--- config.mk ---
export PLATFORM = sky130hd
export DESIGN_NAME = alu_pipe_flat
export DESIGN_NICKNAME = d
export VERILOG_FILES = /design/src/rtl/alu_pipe_pkg.sv /design/src/rtl/alu_pipe_if.sv /design/src/rtl/alu_pipe_exec.sv /design/src/rtl/alu_pipe.sv /design/src/flat_wrapper.sv
export SDC_FILE = /design/constraint.sdc
export NUM_CORES = 1
export LEC_CHECK = 0
export CORE_UTILIZATION = 55
export DETAILED_ROUTE_END_ITERATION = 8
export DONT_BUFFER_PORTS = 1
export GPL_TIMING_DRIVEN = 0
export PLACE_DENSITY = 0.7
export SYNTH_ARGS = -nofsm -noshare
export SYNTH_HDL_FRONTEND = slang
export SYNTH_SLANG_ARGS = --single-unit
--- constraint.sdc ---
create_clock -name clk -period 3 [get_ports clk]
set_input_delay 0.6 -clock clk [delete_from_list [all_inputs] [get_ports clk]]
set_output_delay 0.6 -clock clk [all_outputs]
set_load 0.02 [all_outputs]
--- src/rtl/alu_pipe_pkg.sv ---
// Shared types for alu_pipe: decoded opcode enum, opcode field widths and the opcode decoder.
package alu_pipe_pkg;

    localparam int unsigned A_OP_W = 3;
    localparam int unsigned B_OP_W = 2;

    typedef enum logic [3:0] {
        OP_ADD,
        OP_SUB,
        OP_XOR,
        OP_AND,
        OP_OR,
        OP_XNOR,
        OP_NAND,
        OP_DEC1,
        OP_INC2,
        OP_ILLEGAL
    } op_e;

    // Maps the raw enable/opcode fields onto one decoded operation.
    function automatic op_e decode_op(input logic              a_en,
                                      input logic              b_en,
                                      input logic [A_OP_W-1:0] a_op,
                                      input logic [B_OP_W-1:0] b_op);
        op_e op;
        op = OP_ILLEGAL;
        case ({a_en, b_en})
            2'b10: begin
                case (a_op)
                    3'd0:    op = OP_ADD;
                    3'd1:    op = OP_SUB;
                    3'd2:    op = OP_XOR;
                    3'd3:    op = OP_AND;
                    3'd4:    op = OP_AND;
                    3'd5:    op = OP_OR;
                    3'd6:    op = OP_XNOR;
                    default: op = OP_ILLEGAL;
                endcase
            end
            2'b01: begin
                case (b_op)
                    2'd0:    op = OP_NAND;
                    2'd1:    op = OP_ADD;
                    2'd2:    op = OP_ADD;
                    default: op = OP_ILLEGAL;
                endcase
            end
            2'b11: begin
                case (b_op)
                    2'd0:    op = OP_XOR;
                    2'd1:    op = OP_XNOR;
                    2'd2:    op = OP_DEC1;
                    default: op = OP_INC2;
                endcase
            end
            default: op = OP_ILLEGAL;
        endcase
        return op;
    endfunction

endpackage

--- src/rtl/alu_pipe_if.sv ---
// Operand/result handshake bundle for alu_pipe; err_cnt exists only with ALU_ERR_CNT_EN.
interface alu_pipe_if
    import alu_pipe_pkg::*;
#(
    parameter int unsigned DATA_WIDTH = 5
`ifdef ALU_ERR_CNT_EN
    , parameter int unsigned CNT_WIDTH = 8
`endif
);
    logic                         ALU_en;
    logic                         in_valid;
    logic                         in_ready;
    logic signed [DATA_WIDTH-1:0] A;
    logic signed [DATA_WIDTH-1:0] B;
    logic                         a_en;
    logic                         b_en;
    logic [A_OP_W-1:0]            a_op;
    logic [B_OP_W-1:0]            b_op;
    logic                         out_valid;
    logic                         out_ready;
    logic signed [DATA_WIDTH:0]   C;
    logic                         err;
`ifdef ALU_ERR_CNT_EN
    logic [CNT_WIDTH-1:0]         err_cnt;
`endif

    modport slave (
        input  ALU_en, in_valid, A, B, a_en, b_en, a_op, b_op, out_ready,
        output in_ready, out_valid, C, err
`ifdef ALU_ERR_CNT_EN
        , output err_cnt
`endif
    );

    modport master (
        output ALU_en, in_valid, A, B, a_en, b_en, a_op, b_op, out_ready,
        input  in_ready, out_valid, C, err
`ifdef ALU_ERR_CNT_EN
        , input err_cnt
`endif
    );

endinterface

--- src/rtl/alu_pipe_exec.sv ---
// Combinational ALU core: evaluates one decoded op on sign-extended operands.
module alu_pipe_exec
    import alu_pipe_pkg::*;
#(
    parameter int unsigned DATA_WIDTH = 5
) (
    input  op_e                          i_op,
    input  logic signed [DATA_WIDTH-1:0] i_a,
    input  logic signed [DATA_WIDTH-1:0] i_b,
    output logic signed [DATA_WIDTH:0]   o_result_c
);
    localparam int unsigned RW = DATA_WIDTH + 1;

    logic signed [DATA_WIDTH:0] w_a;
    logic signed [DATA_WIDTH:0] w_b;

    assign w_a = {i_a[DATA_WIDTH-1], i_a};
    assign w_b = {i_b[DATA_WIDTH-1], i_b};

    always_comb begin
        o_result_c = '0;
        case (i_op)
            OP_ADD:  o_result_c = w_a + w_b;
            OP_SUB:  o_result_c = w_a - w_b;
            OP_XOR:  o_result_c = w_a ^ w_b;
            OP_AND:  o_result_c = w_a & w_b;
            OP_OR:   o_result_c = w_a | w_b;
            OP_XNOR: o_result_c = ~(w_a ^ w_b);
            // Nand is the one op whose result is zero- rather than sign-extended.
            OP_NAND: o_result_c = {1'b0, ~(i_a & i_b)};
            OP_DEC1: o_result_c = w_a - RW'(1);
            OP_INC2: o_result_c = w_b + RW'(2);
            default: o_result_c = '0;
        endcase
    end

endmodule

--- src/rtl/alu_pipe.sv ---
// Pipelined ALU with global-stall valid/ready handshakes and illegal-op flag.
// Define ALU_ERR_CNT_EN to add the saturating err_cnt output.
module alu_pipe
    import alu_pipe_pkg::*;
#(
    parameter int unsigned DATA_WIDTH = 5,
    parameter int unsigned STAGES     = 2
`ifdef ALU_ERR_CNT_EN
    , parameter int unsigned CNT_WIDTH = 8
`endif
) (
    input logic      clk,
    input logic      rst_n,
    alu_pipe_if.slave bus
);
    typedef struct packed {
        logic                         valid;
        op_e                          op;
        logic signed [DATA_WIDTH-1:0] a;
        logic signed [DATA_WIDTH-1:0] b;
    } stage_t;

    logic                       w_adv;
    stage_t                     w_in;
    stage_t                     w_last;
    logic signed [DATA_WIDTH:0] w_c;

    logic                       r_out_valid;
    logic signed [DATA_WIDTH:0] r_c;
    logic                       r_err;

    // Whole pipe moves in lockstep; the output register counts as the last stage.
    assign w_adv        = bus.ALU_en && (!r_out_valid || bus.out_ready);
    assign bus.in_ready = w_adv;

    always_comb begin
        w_in       = '0;
        w_in.valid = bus.in_valid;
        w_in.op    = decode_op(bus.a_en, bus.b_en, bus.a_op, bus.b_op);
        w_in.a     = bus.A;
        w_in.b     = bus.B;
    end

    generate
        if (STAGES == 1) begin : g_direct
            assign w_last = w_in;
        end else begin : g_pipe
            stage_t r_stage [STAGES-1];

            always_ff @(posedge clk or negedge rst_n) begin
                if (!rst_n) begin
                    for (int unsigned i = 0; i < STAGES - 1; i++) begin
                        r_stage[i] <= '0;
                    end
                end else if (w_adv) begin
                    r_stage[0] <= w_in;
                    for (int unsigned i = 1; i < STAGES - 1; i++) begin
                        r_stage[i] <= r_stage[i-1];
                    end
                end
            end

            assign w_last = r_stage[STAGES-2];
        end
    endgenerate

    alu_pipe_exec #(
        .DATA_WIDTH (DATA_WIDTH)
    ) u_exec (
        .i_op       (w_last.op),
        .i_a        (w_last.a),
        .i_b        (w_last.b),
        .o_result_c (w_c)
    );

    // Illegal beats still emerge with err set, but leave C at its last legal value.
    always_ff @(posedge clk or negedge rst_n) begin
        if (!rst_n) begin
            r_out_valid <= 1'b0;
            r_c         <= '0;
            r_err       <= 1'b0;
        end else if (w_adv) begin
            r_out_valid <= w_last.valid;
            if (w_last.valid) begin
                r_err <= (w_last.op == OP_ILLEGAL);
                if (w_last.op != OP_ILLEGAL) begin
                    r_c <= w_c;
                end
            end
        end
    end

    assign bus.out_valid = r_out_valid;
    assign bus.C         = r_c;
    assign bus.err       = r_err;

`ifdef ALU_ERR_CNT_EN
    logic [CNT_WIDTH-1:0] r_err_cnt;

    // Counts consumed error beats; a frozen pipe (ALU_en=0) consumes nothing.
    always_ff @(posedge clk or negedge rst_n) begin
        if (!rst_n) begin
            r_err_cnt <= '0;
        end else if (bus.ALU_en && r_out_valid && bus.out_ready && r_err
                     && (r_err_cnt != {CNT_WIDTH{1'b1}})) begin
            r_err_cnt <= r_err_cnt + CNT_WIDTH'(1);
        end
    end

    assign bus.err_cnt = r_err_cnt;
`endif

endmodule

--- src/flat_wrapper.sv ---
// flat-port wrapper written by rule: the top's interface ports become plain ports
module alu_pipe_flat import alu_pipe_pkg::*;
#(
    parameter int unsigned DATA_WIDTH = 5,
    parameter int unsigned STAGES     = 2

)
  (clk, rst_n, bus_ALU_en, bus_in_valid, bus_A, bus_B, bus_a_en, bus_b_en, bus_a_op, bus_b_op, bus_out_ready, bus_in_ready, bus_out_valid, bus_C, bus_err);
  alu_pipe_if #(.DATA_WIDTH(DATA_WIDTH)) bus_i ();
  input logic clk;
  input logic rst_n;
  input wire logic [$bits(bus_i.ALU_en)-1:0] bus_ALU_en;
  input wire logic [$bits(bus_i.in_valid)-1:0] bus_in_valid;
  input wire logic [$bits(bus_i.A)-1:0] bus_A;
  input wire logic [$bits(bus_i.B)-1:0] bus_B;
  input wire logic [$bits(bus_i.a_en)-1:0] bus_a_en;
  input wire logic [$bits(bus_i.b_en)-1:0] bus_b_en;
  input wire logic [$bits(bus_i.a_op)-1:0] bus_a_op;
  input wire logic [$bits(bus_i.b_op)-1:0] bus_b_op;
  input wire logic [$bits(bus_i.out_ready)-1:0] bus_out_ready;
  output wire logic [$bits(bus_i.in_ready)-1:0] bus_in_ready;
  output wire logic [$bits(bus_i.out_valid)-1:0] bus_out_valid;
  output wire logic [$bits(bus_i.C)-1:0] bus_C;
  output wire logic [$bits(bus_i.err)-1:0] bus_err;
  assign bus_i.ALU_en = bus_ALU_en;
  assign bus_i.in_valid = bus_in_valid;
  assign bus_i.A = bus_A;
  assign bus_i.B = bus_B;
  assign bus_i.a_en = bus_a_en;
  assign bus_i.b_en = bus_b_en;
  assign bus_i.a_op = bus_a_op;
  assign bus_i.b_op = bus_b_op;
  assign bus_i.out_ready = bus_out_ready;
  assign bus_in_ready = bus_i.in_ready;
  assign bus_out_valid = bus_i.out_valid;
  assign bus_C = bus_i.C;
  assign bus_err = bus_i.err;
  alu_pipe #(.DATA_WIDTH(DATA_WIDTH), .STAGES(STAGES)) u_core (.clk(clk), .rst_n(rst_n), .bus(bus_i));
endmodule
### Word-level counts from Yosys, hierarchy flattened

Cells that the tools add are included.

* bits of input ports: 22
* logic and storage cells: 53
* register bits after elaboration: 23

* reductions and logical operators: 10
* add/sub/neg operators: 4
* multiplexer cells: 5
* equal/unequal tests: 21
* bitwise logic cells: 6

Operators with widths (number)
* $pmux 6 s9: 1
* $pmux 4 s3: 2
* $pmux 4 s6: 1
* $eq 4x3->1 const B: 4
* $and 5x5->5: 2
* $eq 3x3->1 const B: 3
* $eq 4x2->1 const B: 2
* $eq 4x4->1 const B: 2
* $pmux 4 s2: 1
* $add 5x3->6 const B: 1
* $add 5x5->6: 1
* $eq 2x2->1 const B: 3
* $eq 3x2->1 const B: 2
* $not 5->6: 1
* $sub 5x2->6 const B: 1
* $sub 5x5->6: 1
* $not 5->5: 1
* $or 5x5->5: 1
* $xor 5x5->5: 1
* $eq 2x1->1 const B: 2
* $eq 4x1->1 const B: 1
* $logic_not 4->1: 1
* $ne 4x4->1 const B: 1
* $reduce_or 2->1: 2
* other kinds (8): 8

### Logic depth before layout (Yosys ltp)

Gate-level depths: netlist of the first run.

* depth after elaboration: 4
* mapped depth: 11
* gate-level depth less buffers: 11

### Modules after synthesis

A second synthesis of the first run with hierarchy kept.

* cell total of the unflattened synthesis: 236
* area, all modules: 2052.0 um^2

By module, submodules not included
* alu_pipe: instances 1, cells an instance 103, area each 1067.3 um^2
* alu_pipe_exec: instances 1, cells an instance 133, area each 984.7 um^2

### Worst setup path before layout of the first run

No wires, ideal clock.

* path type: reg-to-reg
* start: reg u_core.g_pipe.r_stage[10] in the netlist's numbering
* end: reg u_core.r_c[1], in the netlist u_core.bus.C[1]
* arrival: 2.326 ns
* cell stages (with the launch flop): 11
* library setup time: 0.065 ns
* path slack: 0.609 ns
* period minus slack after synthesis: 2.391 ns
* cell sequence: dfrtp_1 -> buf_4 -> nor2b_1 -> nand3_2 -> a22oi_1 -> inv_1 -> fa_1 -> a31oi_1 -> o21ai_0 -> a2111oi_0 -> a211o_1

* cells in the longest elaborated chain, start to end: 2

RTL lines
* start, declared: line alu_pipe.sv:48 `stage_t r_stage [STAGES-1];`
* start signal, assigned by index: line alu_pipe.sv:58 `r_stage[i] <= r_stage[i-1];`
* $eq 4x4->1 (tied with other cells): line alu_pipe_exec.sv:22 `case (i_op)`
* $pmux 6 s9 or $reduce_and 3->1 (tied branches)
* end signal, assigned: line alu_pipe.sv:87 `r_c <= w_c;`
* end, declared: line alu_pipe.sv:29 `logic signed [DATA_WIDTH:0] r_c;`

Several ways; a longest one is shown, not always the timed one.
A chain may end at the register's enable or synchronous reset.

### Worst setup path after layout of the first run

* start: reg u_core.r_out_valid, in the netlist u_core.bus.out_valid
* end: out bus_in_ready

* cells in the longest elaborated chain, start to end: 3

RTL lines
* start, declared: line alu_pipe.sv:28 `logic r_out_valid;`
* start signal, assigned: line alu_pipe.sv:83 `r_out_valid <= w_last.valid;`
* $logic_not 1->1: line alu_pipe.sv:33 `assign w_adv = bus.ALU_en && (!r_out_valid || bus.out_ready);`
* $logic_or 1x1->1: line alu_pipe.sv:33
* $logic_and 1x1->1: line alu_pipe.sv:33
* end, declared: line flat_wrapper.sv:21 `output wire logic [$bits(bus_i.in_ready)-1:0] bus_in_ready;`

No other way between the ends.

==> results of run 1 <==
==> sequential cells by signal (all words and copies together), names as in the netlist <==
register	cells
u_core.g_pipe.r_stage	15
u_core.bus.err	1
u_core.bus.C	6
u_core.bus.out_valid	1
==> stage by stage <==
step | total power, W | hold slack (ns) | worst slack, ns | instances | util [%]
after CTS | 0.00136 | 0.387 | 0.219 | 285 | 61.4
after global placement | 0.00118 | 0.305 | 0.272 | 280 | 60.4
after detailed placement | 0.00120 | 0.305 | 0.322 | 280 | 60.4
after floorplan | 0.00104 | 0.304 | 0.609 | 234 | -
final | 0.00136 | 0.383 | 0.224 | 285 | 61.5
after global routing | 0.00147 | 0.366 | 0.0356 | 285 | 61.5
==> power by group <==
part | leakage, nW | internal (W) | switching (W)
combinational | 0.649 | 0.000305 | 0.000393
clock | 0.0150 | 0.0000521 | 0.000101
sequential | 0.287 | 0.000387 | 0.000126
==> worst max-delay path, stage by stage (launching register included) <==
cell      delay, ns
dfrtp_1        0.48
inv_1          0.12
o21ai_2        0.12
inv_1          0.12
clkbuf_1       0.40
clkbuf_1       0.61
==> layout by cell type, fill, tap and decap left out, types with 4 or more instances in the layout <==
cell type | netlist | layout
ha_1 | 21 | 21
nor2_1 | 13 | 13
inv_1 | 19 | 19
nor3_1 | 5 | 5
a21oi_1 | 14 | 14
dfrtp_1 | 23 | 23
a2bb2oi_1 | 4 | 4
and3_1 | 4 | 4
o21ai_0 | 20 | 20
clkbuf_1 | 5 | 6
o2bb2ai_1 | 4 | 4
nor2b_1 | 6 | 6
nand2_1 | 27 | 27
==> worst min path at each step <==
stage                       from                                    end  slack, ns  depth (start not counted)
CTS                 bus_in_valid  u_core.g_pipe.r_stage[14]$_DFFE_PN0P_       0.39                          2
detailed placement         rst_n   u_core.g_pipe.r_stage[9]$_DFFE_PN0P_       0.30                          0
finish                  bus_A[0]   u_core.g_pipe.r_stage[5]$_DFFE_PN0P_       0.38                          2
floorplan                  rst_n            u_core.bus.C[0]$_DFFE_PN0P_       0.30                          0
global route        bus_in_valid  u_core.g_pipe.r_stage[14]$_DFFE_PN0P_       0.37                          2
global placement           rst_n   u_core.g_pipe.r_stage[9]$_DFFE_PN0P_       0.30                          0
==> routing by layer <==
layer	up-vias	track usage (%)	routed length [um]
li1	852	-	-
met1	849	33.6	2210
met2	67	45.1	2250
met3	8	3.83	284
met4	0	6.10	53
met5	-	0	0
==> cell type report <==
type                            instances  area [um2]
Fill cell                             312        1320
Multi-Input combinational cell        181        1300
Sequential cell                        23         576
Inverter                               19        71.3
Buffer                                 11        62.6
Tap cell                               46        57.6
Clock buffer                            4        26.3
Timing Repair Buffer                    1        10.0
==> kinds of logic (layout without fill, tap and decap cells) <==
kind of cell    Yosys count  count (layout)  share of synthesized area [%]
compound gates           76              76                           26.6
xor+xnor                  6               6                           2.62
fa+ha+maj                22              22                           14.1
buf+inv                  30              35                           6.68
flops                    23              23                           28.7
mux                       3               3                           1.50
simple gates             74              74                           19.8
==> repair_timing <==
| item | 4_1_cts | 5_1_grt |
|---|---|---|
| hold buffers | 1 | 0 |
| gates resized for setup | 0 | 1 |
| setup endpoints to repair | 0 | 1 |
| endpoints found under the hold margin | 23 | 0 |
==> flow_metrics.tcl, run 1 <==
set metrics [dict create \
    yosys_warnings 0 \
    cts_setup_buffers 0 \
    core_area_um2 3420 \
    r2r_cells 10 \
    cts_max_level 1 \
    grt_pass1_vias 1792 \
    fin_worst_skew_ns 0.00627 \
    ir_drop_uv 283 \
    grt_max_degree 24 \
    yosysUniqueCellTypes 54 \
    cts_buffers 3 \
    hold_viol_final 0 \
    die_h_um 62.4 \
    placed_cell_area_um2 2060 \
    ys_top_cells_by_area "dfrtp_1 (29%), ha_1 (13%), nand2_1 (5.1%), o21ai_0 (5.0%), inv_1 (3.6%)" \
    cellLeakagePower_nw 0.951 \
    place_hpwl_um 3700 \
    finalSetupTns_ns 0 \
    crit_type "reg2out" \
    fp.dieArea_um2 3890 \
    grt_pass1_wl_um 8090 \
    cts_sinks 23 \
    p_per_area_nw_per_um2 649 \
    startpoint "u_core.bus.out_valid$_DFFE_PN0P_" \
    r2r-end "u_core.bus.C[1]$_DFFE_PN0P_" \
    crit_required_ns 2.40 \
    nNetsFinal 284 \
    routedWlPerCell_um 16.8 \
    min_path_type "in2reg" \
    syn_area_um2 2000 \
    syn_area_per_cell_um2 8.57 \
    gp_congestion 0.963 \
    antenna_cells 0 \
    setup-violations-final 0 \
    portBuffers 0 \
    async_flop_share_pct 100 \
    die_w_um 62.4 \
    final_cell_area_um2 2100 \
    cts_buffer_depth 2 \
    maxCapViolCount 0 \
    ant_nets 0 \
    slew_viol_final 0 \
    yosysSeqAreaShare_pct 28.7 \
    clk_pin_slew_ns 0.14 \
    critPathCapture "bus_in_ready" \
    dr.pass1.iters 4 \
    antenna_found_initial 0 \
    start_util_pct 58.7 \
    netlist_instances 234 \
    drt-initial-drc-count 107 \
    cts_tree "done" \
    reg2reg_slack_ns 0.28 \
    root_buffer "clkbuf_4" \
    wl_um 4790 \
    r2r_start "u_core.g_pipe.r_stage[10]$_DFFE_PN0P_" \
    io-pin-count 31 \
    path_max_fanout 10 \
    crit_path_end_kind "output port" \
    area_delta_synth_final_pct 4.74 \
    vias_per_cell 6.23 \
    rsz0062_at_grt "false" \
    status "completed" \
    cp-start-kind "flop" \
    synth_top_area_share_pct 28.7 \
    clk_latency_ns 0.32 \
    period_minus_slack_ns 2.78 \
    synth_area_leader_cell "dfrtp_1" \
    track_usage_pct 25.9 \
    yosys-top-cells-count "nand2_1 (27), dfrtp_1 (23), ha_1 (21), o21ai_0 (20), inv_1 (19)" \
    synth_edf_count 0 \
    drc 0 \
    worstMarginPinSlew_ns 1.06 \
    layout-drive-gt1-share_pct 7.95 \
    synthesis.nets 278 \
    num_rows 21 \
    synthFlopType "dfrtp_1" \
    post-route-period-util_pct 92.5 \
    slew_headroom_pct 29.3 \
    arrival_ns 2.18 \
    synth-seq-cells 23 \
    grt.overflow.total 0 \
    yosysMostFrequentCell "nand2_1" \
    max_clock_freq_ghz 0.360 \
    vias 1776 \
]
Note: power is estimated with default switching activity, not from simulation.
==> run 2, diff against run 1 <==
Settings changed: SETUP_SLACK_MARGIN set to 0.5.
==> run 2 against run 1 <==
Maximum frequency up 11%. Final cell count up 7.4%. Core utilization up 8.0 points. Register-to-register slack better by 0.22 ns. Setup slack better by 0.28 ns. Design area up 13%. Sequential share of layout area down 2.9 points. Sequential cell count unchanged.
==> flow_metrics.tcl, run 2 (synthesized netlist as in run 1, its figures left out) <==
set metrics [dict create \
    crit_slowest_cell "dfrtp_1" \
    start_util_pct 58.7 \
    post-place-ws_ns 0.322 \
    portBuffers 0 \
    routedWlPerCell_um 17.4 \
    antenna_cells 0 \
    top_register "u_core.g_pipe.r_stage" \
    vias 1940 \
    crit_buf_inv 2 \
    crit_required_ns 3.21 \
    ant_nets 0 \
    p_per_area_nw_per_um2 650 \
    final_cells 306 \
    arrival_ns 2.71 \
    track_usage_pct 26.3 \
    worstMarginPinSlew_ns 1.08 \
    r2r_start "u_core.g_pipe.r_stage[11]$_DFFE_PN0P_" \
    fp.dieArea_um2 3890 \
    clk_latency_ns 0.31 \
    min_path_cells 2 \
    whs_ns 0.392 \
    worst_slack_ns 0.503 \
    final_common_cell "nand2_1" \
    vias_per_cell 6.34 \
    gp_congestion 0.963 \
    cts_buffers 3 \
    cp-start-kind "flop" \
    crit_type "reg2reg" \
    r2r_cells 11 \
    largest_reg_flops 15 \
    slew_headroom_pct 28.0 \
    cts_sinks 23 \
    drc 0 \
    cp_top_family "compound AO/OA/AOI/OAI gates" \
    rsz0062_at_grt "true" \
    cts_buffer_depth 2 \
    grt_max_degree 24 \
    hold_viol_final 0 \
    cts_max_level 1 \
    antenna_found_initial 0 \
    drt-initial-drc-count 147 \
    maxCapViolCount 0 \
    r2r-end "u_core.bus.C[5]$_DFFE_PN0P_" \
    cp.depth 11 \
    place_hpwl_um 3700 \
    period_minus_slack_ns 2.50 \
    hold_path_end "u_core.g_pipe.r_stage[14]$_DFFE_PN0P_" \
    startpoint "u_core.g_pipe.r_stage[11]$_DFFE_PN0P_" \
    crit_path_end_kind "flop" \
    status "completed" \
    layout-drive-gt1-share_pct 24.2 \
    finalSetupTns_ns 0 \
    cts_tree "done" \
    area_delta_synth_final_pct 18.4 \
    setup-violations-final 0 \
    grt_pass1_wl_um 8230 \
    die_h_um 62.4 \
    reg2reg_slack_ns 0.50 \
    post-route-period-util_pct 83.2 \
    wl_um 5310 \
    min_path_type "in2reg" \
    grt.overflow.total 0 \
    utilization_pct 69.5 \
    nNetsFinal 305 \
    clk_pin_slew_ns 0.13 \
    dr.pass1.iters 5 \
    crit_chain "buf_6 > nor4b_4 > buf_4 > a21oi_2 > a2bb2oi_2 > ha_1 > o21a_1 > o31a_1 > o22ai_2 > xor2_1 > a221o_1" \
    path_max_fanout 8 \
    grt_pass1_vias 1841 \
    io-pin-count 31 \
    hold_start "bus_in_valid" \
    fin_worst_skew_ns 0.00222 \
    place_inst 280 \
    ir_drop_uv 299 \
    die_w_um 62.4 \
    final_cell_mix "nand2_1 (26), buf_4 (23), ha_1 (19)" \
    max_clock_freq_ghz 0.401 \
    slew_viol_final 0 \
    cellLeakagePower_nw 1.08 \
    core_area_um2 3420 \
    num_rows 21 \
    cpPeakStageDelay_ns 0.40 \
    root_buffer "clkbuf_4" \
]
-- run 2: what timing repair did --
item | in CTS | in global routing
pin swaps | 4 | 13
resized for setup | 16 | 18
hold buffers | 1 | 0
endpoints found under the setup margin | 4 | 5
endpoints found under the hold margin | 23 | 0
buffers inserted | 2 | 19
-- run 2: through the flow --
| step | instance area (um2) | power [W] |
|---|---|---|
| detailed placement | 2060 | 0.00120 |
| global placement | 2060 | 0.00118 |
| finish | 2370 | 0.00154 |
| global route | 2370 | 0.00166 |
| CTS | 2150 | 0.00139 |
| floorplan | 2000 | 0.00104 |
-- run 2: worst max-delay path by stage --
stage | to | slack (ns)
CTS | u_core.bus.C[1]$_DFFE_PN0P_ | 0.48
finish | u_core.bus.C[5]$_DFFE_PN0P_ | 0.50
global placement | u_core.bus.C[1]$_DFFE_PN0P_ | 0.27
global route | u_core.bus.C[1]$_DFFE_PN0P_ | 0.43
detailed placement | u_core.bus.C[1]$_DFFE_PN0P_ | 0.32
floorplan | u_core.bus.C[1]$_DFFE_PN0P_ | 0.61
-- run 2: metal layers --
metal | routed length (um) | GRT usage (%) | vias to the layer above
met1 | 2250 | 34.2 | 930
li1 | - | - | 897
met5 | 0 | 0 | -
met3 | 436 | 4.01 | 8
met4 | 42 | 6.98 | 0
met2 | 2580 | 45.3 | 105
-- run 2: worst register-to-register path, stage by stage (launching register included) --
cell	delay (ns)
dfrtp_1	0.40
buf_6	0.14
nor4b_4	0.26
buf_4	0.18
a21oi_2	0.04
a2bb2oi_2	0.13
ha_1	0.34
o21a_1	0.16
o31a_1	0.22
o22ai_2	0.09
xor2_1	0.15
a221o_1	0.29
-- run 2: final cells by class --
| class | count | area [um2] |
|---|---|---|
| buffer | 11 | 77.6 |
| inverter | 19 | 71.3 |
| clock buffer | 4 | 26.3 |
| fill | 272 | 1040 |
| multi-input combinational | 181 | 1390 |
| sequential | 23 | 582 |
| timing repair buffer | 22 | 168 |
| tap | 46 | 57.6 |
-- run 2: power by group --
group	switching (W)	leakage [nW]	internal, W
clock	0.0000986	0.0150	0.0000519
sequential	0.000125	0.280	0.000389
combinational	0.000459	0.784	0.000417
total	0.000683	1.08	0.000859
==> run 3, diff against run 2 <==
Settings changed: PLACE_DENSITY 0.7 to 0.73.
Clock period 3 ns to 2.25 ns, I/O delays scaled along.
==> run 3 against run 2 <==
The flow now finishes with violations (setup timing). First-iteration DRC count rose by 1.4%. Critical endpoint is now u_core.bus.C[1]$_DFFE_PN0P_. Via count shrank 2.1%. Sequential share of layout area decreased by 1.4 points. Sequential power increased by 34%. Worst hold slack got worse by 0.17 ns. Clock skew grew 0.016 ns. Clock-buffer cell count decreased by 1. Non-clock buffer count rose by 7. Clock power increased by 35%. Die area is the same. Maximum frequency increased by 3.6%.
==> flow_metrics.tcl, run 3 (synthesized netlist as in run 1, its figures left out) <==
set metrics [dict create \
    cts_tree "done" \
    final_cell_area_um2 2520 \
    cellLeakagePower_nw 1.14 \
    top_register "u_core.g_pipe.r_stage" \
    layout-drive-gt1-share_pct 29.6 \
    r2r_start "u_core.g_pipe.r_stage[10]$_DFFE_PN0P_" \
    clockPowerShare_pct 9.5 \
    crit_slowest_cell "fa_2" \
    routedWlPerCell_um 17.9 \
    crit_type "reg2reg" \
    gp_congestion 0.935 \
    die_h_um 62.4 \
    crit_required_ns 2.48 \
    crit_path_end_kind "flop" \
    intPower_w 0.00121 \
    min_path_type "in2reg" \
    r2r-end "u_core.bus.C[1]$_DFFE_PN0P_" \
    crit_buf_inv 2 \
    nNetsFinal 312 \
    globalRoute.busiestLayer "met2" \
    p_comb_share_pct 58.3 \
    grt.overflow.total 0 \
    dr.pass1.iters 4 \
    crit_chain "buf_6 > nor2b_4 > nand3_4 > a22oi_2 > inv_1 > fa_2 > nor2_1 > a211oi_1 > a2111oi_2 > a211o_1" \
    place_hpwl_um 3490 \
    track_usage_pct 26.9 \
    largest_reg_flops 15 \
    cts_buffer_depth 2 \
    utilization_pct 73.7 \
    path_max_fanout 8 \
    cp_top_family "compound AO/OA/AOI/OAI gates" \
    pwr-share-seq_pct 32.2 \
    grt_pass1_vias 1794 \
    hold_start "bus_in_valid" \
    core_area_um2 3420 \
    hold_viol_final 0 \
    num_rows 21 \
    ant_nets 0 \
    maxCapViolCount 0 \
    hold_path_end "u_core.g_pipe.r_stage[14]$_DFFE_PN0P_" \
    root_buffer "clkbuf_4" \
    cts_sinks 23 \
    portBuffers 0 \
    vias_per_cell 6.07 \
    status "finished with violations" \
    fp.dieArea_um2 3890 \
    vias 1900 \
    drt-initial-drc-count 149 \
    grt_max_degree 24 \
    placed_cell_area_um2 2100 \
    grt_use_met2_pct 45.1 \
    ir_drop_uv 462 \
    grt_pass1_wl_um 8250 \
    area_delta_synth_final_pct 25.5 \
    worstMarginPinSlew_ns 1.04 \
    arrival_ns 2.64 \
    reg2reg_slack_ns -0.16 \
    post-route-period-util_pct 107 \
    p_per_area_nw_per_um2 853 \
    clk_pin_slew_ns 0.15 \
    fin_worst_skew_ns 0.0180 \
    switching_share_pct 43.8 \
    grt_util_met1_pct 35.7 \
    io-pin-count 31 \
    die_w_um 62.4 \
    total_power_w 0.00215 \
    slew_viol_final 0 \
    worst_slack_ns -0.159 \
    cts_buffers 3 \
    min_path_cells 2 \
    wl_um 5590 \
    final_cell_mix "nand2_1 (26), buf_4 (26), ha_1 (18), dfrtp_1 (18), o21ai_0 (17)" \
    p_switching_w 0.000942 \
    drc 0 \
    violations "setup timing" \
    r2r_cells 10 \
    setup-violations-final 3 \
    period_minus_slack_ns 2.41 \
    met3_usage_pct 2.92 \
    slew_headroom_pct 30.4 \
    clk_latency_ns 0.33 \
    cpPeakStageDelay_ns 0.56 \
    antenna_found_initial 0 \
    antenna_cells 0 \
    start_util_pct 58.7 \
    cts_max_level 1 \
    max_clock_freq_ghz 0.415 \
    cp-start-kind "flop" \
    num-fill-cells 237 \
    rsz0062_at_grt "true" \
]
run 3: routing by layer:
layer  share of wire [%]  wire length, um  vias up
li1                    -                -      916
met5                   0                0        -
met4                 2.9              163        0
met3                 4.3              243       17
met2                  48             2670       59
met1                  45             2510      908
run 3: worst register-to-register path, stage by stage, from the launching register on:
cell and delay (ns):
dfrtp_1 0.36, buf_6 0.13, nor2b_4 0.18, nand3_4 0.14
a22oi_2 0.20, inv_1 0.10, fa_2 0.56, nor2_1 0.05
a211oi_1 0.26, a2111oi_2 0.09, a211o_1 0.27
run 3: how the worst max path moves through the flow:
stage / startpoint / end / slack (ns) / cells past startpoint
4_1_cts: u_core.g_pipe.r_stage[11]$_DFFE_PN0P_ / u_core.bus.C[1]$_DFFE_PN0P_ / -0.12 / 9
5_1_grt: u_core.g_pipe.r_stage[10]$_DFFE_PN0P_ / u_core.bus.C[1]$_DFFE_PN0P_ / -0.30 / 10
3_3_place_gp: u_core.g_pipe.r_stage[2]$_DFFE_PN0P_ / u_core.bus.C[5]$_DFFE_PN0P_ / -0.22 / 11
3_5_place_dp: u_core.g_pipe.r_stage[2]$_DFFE_PN0P_ / u_core.bus.C[5]$_DFFE_PN0P_ / -0.23 / 11
2_1_floorplan: u_core.g_pipe.r_stage[13]$_DFFE_PN0P_ / u_core.bus.C[5]$_DFFE_PN0P_ / -0.008 / 9
6_report: u_core.g_pipe.r_stage[10]$_DFFE_PN0P_ / u_core.bus.C[1]$_DFFE_PN0P_ / -0.16 / 10
run 3: what timing repair did:
item / CTS / global route
buffers inserted: 10 / 17
endpoints found under the hold margin: 23 / 0
endpoints found under the setup margin: 21 / 22
hold buffers: 1 / 0
cloned: 0 / 1
pin swaps: 9 / 17
resized for setup: 19 / 23
run 3: area by class of cell:
| class | count | area (um2) | area share (%) |
|---|---|---|---|
| well taps | 46 | 57.6 | 2.29 |
| plain buffers | 11 | 101 | 4.03 |
| flip-flops and latches | 23 | 582 | 23.1 |
| multi-input cells | 181 | 1420 | 56.4 |
| clock buffers | 3 | 22.5 | 0.895 |
| repair buffers | 29 | 254 | 10.1 |
| clock inverters | 1 | 5.00 | 0.199 |
| inverters | 19 | 73.8 | 2.93 |
run 3: through the flow:
step | setup slack (ns) | setup TNS, ns | hold WS, ns | instances
finish | -0.159 | -0.313 | 0.223 | 313
global route | -0.304 | -0.724 | 0.213 | 313
CTS | -0.123 | -0.271 | 0.216 | 295
detailed placement | -0.234 | -0.607 | 0.155 | 280
global placement | -0.217 | -0.573 | 0.155 | 280
floorplan | -0.00756 | -0.0129 | 0.154 | 234
run 3: power groups by stage:
stage          Sequential (W)  Combinational (W)  Clock [W]
4_1_cts              0.000685            0.00103   0.000209
3_5_place_dp         0.000703           0.000901          0
5_1_grt              0.000702            0.00136   0.000220
2_1_floorplan        0.000674           0.000752          0
3_3_place_gp         0.000699           0.000899          0
6_report             0.000692            0.00125   0.000204
